**config.mk**
```make
export PLATFORM = sky130hd
export DESIGN_NAME = mul_sequencer
export DESIGN_NICKNAME = d
export VERILOG_FILES = /design/src/rtl/mul_sequencer.sv
export SDC_FILE = /design/constraint.sdc
export NUM_CORES = 2
export LEC_CHECK = 0
export ABC_AREA = 1
export BUFFER_PORTS_ARGS = -buffer_cell sky130_fd_sc_hd__buf_2
export CAP_MARGIN = 20
export CORE_ASPECT_RATIO = 0.5
export CORE_MARGIN = 1
export CORE_UTILIZATION = 45
export CTS_CLUSTER_SIZE = 12
export DETAILED_ROUTE_END_ITERATION = 10
export SYNTH_ARGS = -nofsm -noshare
export SYNTH_HDL_FRONTEND = slang
export SYNTH_SLANG_ARGS = --single-unit
```
**constraint.sdc**
```tcl
create_clock -name clk -period 17.9 [get_ports clk]
set_input_delay 2.685 -clock clk [delete_from_list [all_inputs] [get_ports clk]]
set_output_delay 2.685 -clock clk [all_outputs]
set_load 0.05 [all_outputs]
```
**src/rtl/mul_sequencer.sv**
```systemverilog
// Multi-cycle multiply controller: one 16x16 unsigned multiplier stepped over four
// partial-product cycles to produce MUL/MLA/UMULL/UMLAL/SMULL/SMLAL results.
module mul_sequencer #(
  parameter int N = 32
) (
  input  logic         clk,
  input  logic         rst_n,
  input  logic         start,
  input  logic [2:0]   op,
  input  logic [N-1:0] rm,
  input  logic [N-1:0] rs,
  input  logic [N-1:0] acc_lo,
  input  logic [N-1:0] acc_hi,
  input  logic         flush,
  output logic         busy,
  output logic         done,
  output logic [N-1:0] result_lo,
  output logic [N-1:0] result_hi,
  output logic [1:0]   nz
);

  // state | meaning
  // IDLE  | waiting for start; operands captured on accept
  // PP0   | add m.lo*s.lo << 0
  // PP1   | add m.lo*s.hi << 16
  // PP2   | add m.hi*s.lo << 16
  // PP3   | add m.hi*s.hi << 32
  // FIN   | apply sign, add accumulator, register results and flags
  typedef enum logic [2:0] {IDLE, PP0, PP1, PP2, PP3, FIN} state_t;

  state_t      state;
  logic [31:0] m, s;
  logic        neg, is_long, is_acc;
  logic [63:0] addend, acc;
  logic [15:0] mul_a, mul_b;
  logic [31:0] pp;
  logic [63:0] pp_sh, prod, sum;
  logic        signed_op;
  logic [31:0] rm_mag, rs_mag;

  assign signed_op = (op[2:1] == 2'b11);
  assign rm_mag    = (signed_op && rm[31]) ? (~rm + 32'd1) : rm;
  assign rs_mag    = (signed_op && rs[31]) ? (~rs + 32'd1) : rs;

  always_comb begin
    mul_a = m[15:0];
    mul_b = s[15:0];
    unique case (state)
      PP1:     mul_b = s[31:16];
      PP2:     mul_a = m[31:16];
      PP3: begin
        mul_a = m[31:16];
        mul_b = s[31:16];
      end
      default: ;
    endcase
  end

  assign pp = 32'(mul_a) * 32'(mul_b);

  always_comb begin
    pp_sh = '0;
    unique case (state)
      PP0:      pp_sh = {32'd0, pp};
      PP1, PP2: pp_sh = {16'd0, pp, 16'd0};
      PP3:      pp_sh = {pp, 32'd0};
      default:  ;
    endcase
  end

  // Magnitude product is negated here so the accumulate addend stays a plain sum.
  assign prod = neg ? (~acc + 64'd1) : acc;
  assign sum  = prod + addend;

  always_ff @(posedge clk) begin
    if (!rst_n) begin
      state     <= IDLE;
      busy      <= 1'b0;
      done      <= 1'b0;
      result_lo <= '0;
      result_hi <= '0;
      nz        <= 2'b00;
      m         <= '0;
      s         <= '0;
      neg       <= 1'b0;
      is_long   <= 1'b0;
      is_acc    <= 1'b0;
      addend    <= '0;
      acc       <= '0;
    end else begin
      done <= 1'b0;
      if (state != IDLE && flush) begin
        state <= IDLE;
        busy  <= 1'b0;
      end else begin
        case (state)
          IDLE: begin
            if (start && !flush) begin
              m       <= rm_mag;
              s       <= rs_mag;
              neg     <= signed_op & (rm[31] ^ rs[31]);
              is_long <= op[2];
              is_acc  <= (op == 3'b001) | (op[2] & op[0]);
              if (op == 3'b001)
                addend <= {32'd0, acc_lo};
              else if (op[2] & op[0])
                addend <= {acc_hi, acc_lo};
              else
                addend <= '0;
              acc   <= '0;
              busy  <= 1'b1;
              state <= PP0;
            end
          end
          PP0: begin
            acc   <= acc + pp_sh;
            state <= PP1;
          end
          PP1: begin
            acc   <= acc + pp_sh;
            state <= PP2;
          end
          PP2: begin
            acc   <= acc + pp_sh;
            state <= PP3;
          end
          PP3: begin
            acc   <= acc + pp_sh;
            state <= FIN;
          end
          FIN: begin
            result_lo <= sum[31:0];
            if (is_long) begin
              result_hi <= sum[63:32];
              nz        <= {sum[63], (sum == 64'd0)};
            end else begin
              result_hi <= '0;
              nz        <= {sum[31], (sum[31:0] == 32'd0)};
            end
            done  <= 1'b1;
            busy  <= 1'b0;
            state <= IDLE;
          end
          default: begin
            busy  <= 1'b0;
            state <= IDLE;
          end
        endcase
      end
    end
  end

endmodule

```
# Word level (Yosys, flattened, before mapping)
# Cells that the tools add are included.
dict set report totals {
  register_bits 265
  word_cells 71
}
dict set report classes {
  addsub 5
  multipliers 1
  n_eq_ne 8
  mux 17
  bitwise_logic 9
  reduce_logical 19
}
# op count
set op_table {}
lappend op_table {{two-way mux 64 bit} 4}
lappend op_table {{one-hot mux 64 bit (3 select lines)} 1}
lappend op_table {{adder 64 bit} 2}
lappend op_table {{one-hot mux 64 bit (2 select lines)} 1}
lappend op_table {{two-way mux 32 bit} 3}
lappend op_table {{adder 32 x 1 -> 32 bit (second input constant)} 2}
lappend op_table {{adder 64 x 1 -> 64 bit (second input constant)} 1}
lappend op_table {{logical NOT 64 bit} 1}
lappend op_table {{NOT 32 bit} 2}
lappend op_table {{NOT 64 bit} 1}
lappend op_table {{logical NOT 32 bit} 1}
lappend op_table {{multiplier 16 x 16 -> 32 bit} 1}
lappend op_table {{two-way mux 16 bit} 2}
lappend op_table {{one-hot mux 3 bit (5 select lines)} 1}
lappend op_table {{OR reduction 2 bit} 4}
lappend op_table {{== test 3 x 1 -> 1 bit (second input constant)} 2}
lappend op_table {{== test 3 x 2 -> 1 bit (second input constant)} 2}
lappend op_table {{== test 3 bit (second input constant)} 2}
lappend op_table {{AND reduction 3 bit} 2}
lappend op_table {{logical AND 1 bit} 4}
lappend op_table {{AND reduction 2 bit} 2}
lappend op_table {{OR reduction 4 bit} 1}
lappend op_table {{logical NOT 3 bit} 1}
lappend op_table {{two-way mux 3 bit} 1}
lappend op_table {{11 further kinds} 15}

# Depth between registers and ports, before layout
dict set report depth {
  word_depth 7
  mapped_depth 52
  ltp_nobuf 50
}

# Worst setup path after synthesis
# OpenSTA, ideal clock, no wires.
dict set report synth_timing {
  path_kind {register -> register}
  startpoint {reg state[1]}
  endpoint {reg acc[60]}
  t_arrival_ns 7.933
  required_time_ns 17.768
  path_slack_ns 9.834
  stages_incl_launch_ff 46
  n_path_buf 3
  period_less_slack_ns 8.066
  path_cell_list {dfxtp_1 -> nor2_1 -> inv_1 -> nor2_1 -> inv_2 -> nand2_1 -> buf_2 -> buf_2 -> nand2_1 -> o21ai_0 -> buf_2 -> nand2_1 -> fa_1 -> fa_1 -> fa_1 -> fa_1 -> inv_1 -> fa_1 -> [... 10 more ...] -> a21oi_1 -> o21ai_1 -> xnor2_1 -> o22ai_1 -> ha_1 -> nand2_1 -> nor2_1 -> inv_1 -> nor4_1 -> nand3_1 -> nand3_1 -> nand2_1 -> nand2_1 -> nand2_1 -> nand2_1 -> a21boi_0 -> o21ai_0 -> a21oi_1}
}
dict set report synth_between {
  elab_chain_len 7
  word_cells_on_any_way 21
  classes_between {add/sub (1); mul (1); eq/ne (5); mux (4); bitwise (1); reduce/logical (9)}
}
# element line
set synth_lines {}
lappend synth_lines {{start, declared} 31} ;# state_t state;
lappend synth_lines {{start signal, assigned} 77} ;# state <= IDLE;
lappend synth_lines {{start signal, assigned} 93} ;# state <= IDLE;
lappend synth_lines {{start signal, assigned} 112} ;# state <= PP0;
lappend synth_lines {{== test 3 bit or == test 3 x 2 -> 1 bit (tied branches)} {48, 63, 96}}
lappend synth_lines {{OR reduction 2 bit (no source line)} -}
lappend synth_lines {{two-way mux 16 bit} 48} ;# unique case (state)
lappend synth_lines {{multiplier 16 x 16 -> 32 bit} 59} ;# assign pp = 32'(mul_a) * 32'(mul_b);
lappend synth_lines {{one-hot mux 64 bit (3 select lines)} 63} ;# unique case (state)
lappend synth_lines {{adder 64 bit} -}
lappend synth_lines {{one-hot mux 64 bit (2 select lines)} 96} ;# case (state)
lappend synth_lines {{end signal, assigned} 116} ;# acc <= acc + pp_sh;
lappend synth_lines {{end signal, assigned} 120} ;# acc <= acc + pp_sh;
lappend synth_lines {{end signal, assigned} 124} ;# acc <= acc + pp_sh;
lappend synth_lines {{end, declared} 34} ;# logic [63:0] addend, acc;
# Parallel ways exist; a longest one is shown, timed or not.
# A chain may end at the register's enable or synchronous reset.

# Final worst setup path
# Same ends and word-level chain as after synthesis.

==> flow_summary.yaml <==
outcome:
  outcome: "finished, final reports clean"
route:
  avgViaCountPerCell: 5.35
  drc_errors: 0
  wl_per_cell_um: 19.2
  drtAntennaViolNets: 0
  routed_wl_mm: 119
  initialDrtViolationCount: 2840
  dr.pass1.iters: 6
  via_count: 33019
layout:
  drive_gt1_frac: 0.0776
  finalInstanceArea_um2: 34700
  final_nets: 5777
  antenna-diode-count: 0
  fin_util: 0.499
  area_growth_pct: 8.98
cts:
  cts_max_level: 1
  cts_buffers: 30
  path_clk_slew_ns: 0.06
  cts_root_buf: "clkbuf_16"
  cts_hold_buffers: 0
  cts_num_sinks: 265
  clockBufferDepth: 3
  post_cts_buffers: 0
  cts_resized: 0
  cts_tree: "done"
  clk_latency_ns: 0.63
critical_path:
  critPathSlowestCell: "fa_1"
  critical_path_arrival_ns: 10.80
  reg2reg_slack_ns: 7.56
  startpoint_type: "flop"
  crit_top_cell: "nand2_1"
  critPathRequiredTime_ns: 18.36
  critPathMaxStageDelay_ns: 0.55
  critical_path_peak_fanout: 33
  setup.worst_path.class: "flop to flop"
  crit_path_end_kind: "flop"
place:
  port_buffers: 202
  dpl_cell_area_um2: 33800
  gp_congestion: 1.03
  place_hpwl_mm: 98.6
  dpl_worst_slack_ns: 7.78
timing:
  tns_ns: 0
  finalHoldViolations: 0
  maxSlewViolCount: 0
  fin_crit_ns: 10.34
  skew_ns: 0.0572
  rsz0062_at_grt: "no"
  finalSetupViolations: 0
  worst_pin_slew_ns: 1.07
  slew_headroom: 0.287
  fin_ws_ns: 7.56
  max_freq_mhz: 96.7
  min_period_over_period: 0.578
floorplan:
  fp.dieW_um: 378
  fp.dieH_um: 190
  start_util: 0.458
  coreArea_um2: 69500
  ioPinCount: 203
  rows: 68
  dieArea_um2: 71900
synthesis:
  syn_avg_cell_area_um2: 6.27
  netlist_instances: 5079
  yosysSeqAreaShare: 0.167
  synth_warnings: 0
  syn-cell-area_um2: 31900
  synth_ff_type: "dfxtp_1"
  ys_async_sr_fraction: 0
  synth_edf_count: 0
  synth_cell_types: 55
  ys_ff_latch: 265
  synth_fp_nets: 5643
pwr:
  p_per_area_nw_per_um2: 75.9
  p_leak_nw: 17.8
  ir_drop_mv: 0.109
hold_path:
  hold_class: "flop to flop"
global_routing:
  grt_overflow: 0
  grt_pass1_vias: 31101
  grt_first_pass_wirelength_mm: 181
  gr-usage-all-layers: 0.327
  grt_max_degree: 111
  grt_antenna_before_repair: 2
flow_run:
  cap_violations: 0
## per-stage QoR
stage          total power (W)  std cells  hold WS (ns)
6_report               0.00264       6176         0.461
5_1_grt                0.00281       6176         0.476
4_1_cts                0.00263       6176         0.463
3_5_place_dp           0.00202       6126         0.453
3_3_place_gp           0.00201       6126         0.450
2_1_floorplan          0.00156       5079         0.447
## critical path, delay by kind of cell, from the launching register on
kind,cells,cell delay [ns]
xor gates and xnor gates,1,0.33
DFF,1,0.34
AOI/OAI and AO/OA,11,1.82
buffers and inverters,9,1.47
and+or+nand+nor,14,2.33
adders and majority gates,8,3.88
## cell usage after synthesis (28+ instances only)
| cell type | n | area [µm²] |
|---|---|---|
| nand3_1 | 222 | 1110 |
| dfxtp_1 | 265 | 5310 |
| xor2_1 | 74 | 648 |
| clkbuf_1 | 100 | 375 |
| o21ai_0 | 192 | 961 |
| fa_1 | 196 | 3920 |
| xnor2_1 | 90 | 788 |
| nand2_1 | 1351 | 5070 |
| a21boi_0 | 28 | 210 |
| o22ai_1 | 31 | 194 |
| nor2_1 | 566 | 2120 |
| ha_1 | 233 | 2920 |
| inv_1 | 903 | 3390 |
| nand4_1 | 30 | 188 |
| o211ai_1 | 38 | 285 |
| a21oi_1 | 379 | 1900 |
| nor3_1 | 56 | 280 |
## report_power, final
group | switching, W | internal [W] | leakage (nW) | total, W
logic | 0.000956 | 0.000417 | 15.2 | 0.00137
clock network | 0.000273 | 0.000326 | 0.446 | 0.000599
registers | 0.0000315 | 0.000632 | 2.15 | 0.000663
total | 0.00126 | 0.00137 | 17.8 | 0.00264
## cells in the final DEF, fill, tap and decap left out, types with 38 or more instances in the layout
cell type and n:
a21oi_1 379, buf_2 202, buf_4 38, dfxtp_1 265
fa_1 196, ha_1 233, inv_1 903, nand2_1 1350
nand3_1 222, nor2_1 565, nor3_1 55, o211ai_1 38
o21ai_0 191, xnor2_1 90, xor2_1 74
## logic make-up after synthesis
logic type	count (synthesis)	share of synthesized area
AO/OA/AOI/OAI	800	0.142
XOR/XNOR	164	0.0451
adder cells (fa/ha/maj)	429	0.215
buffers and inverters	1065	0.127
flip-flops	265	0.167
AND/OR/NAND/NOR	2356	0.305
## flip-flops by register name, summed over array words and instances (netlist names)
name       count
acc           64
m             32
nz             2
busy           1
neg            1
result_hi     32
done           1
result_lo     32
state          3
is_long        1
addend        64
s             32
## area by class of cell
| class | instances | area [µm²] |
|---|---|---|
| Sequential cell | 265 | 5310 |
| Inverter | 927 | 3480 |
| Clock inverter | 11 | 71.3 |
| Multi-Input combinational cell | 3749 | 22500 |
| Fill cell | 7431 | 34800 |
| Timing Repair Buffer | 240 | 1300 |
| Clock buffer | 39 | 836 |
| Tap cell | 945 | 1180 |
## path summary, 6_finish.rpt
check,from,to,depth (start not counted)
worst max-delay path,state[1],acc[60],43
worst max register to register,state[1],acc[60],43
worst min register to register,result_hi[7],result_hi[7],2
worst min-delay path,result_hi[7],result_hi[7],2
## per-layer routing
layer | vias to the layer above | global-route usage | share of wire
met2 | 1148 | 0.525 | 0.44
met1 | 15468 | 0.451 | 0.45
met3 | 192 | 0.0538 | 0.078
li1 | 16211 | - | -
met4 | 0 | 0.0934 | 0.031
met5 | - | 0 | 0
(Power assumes the default switching activity.)
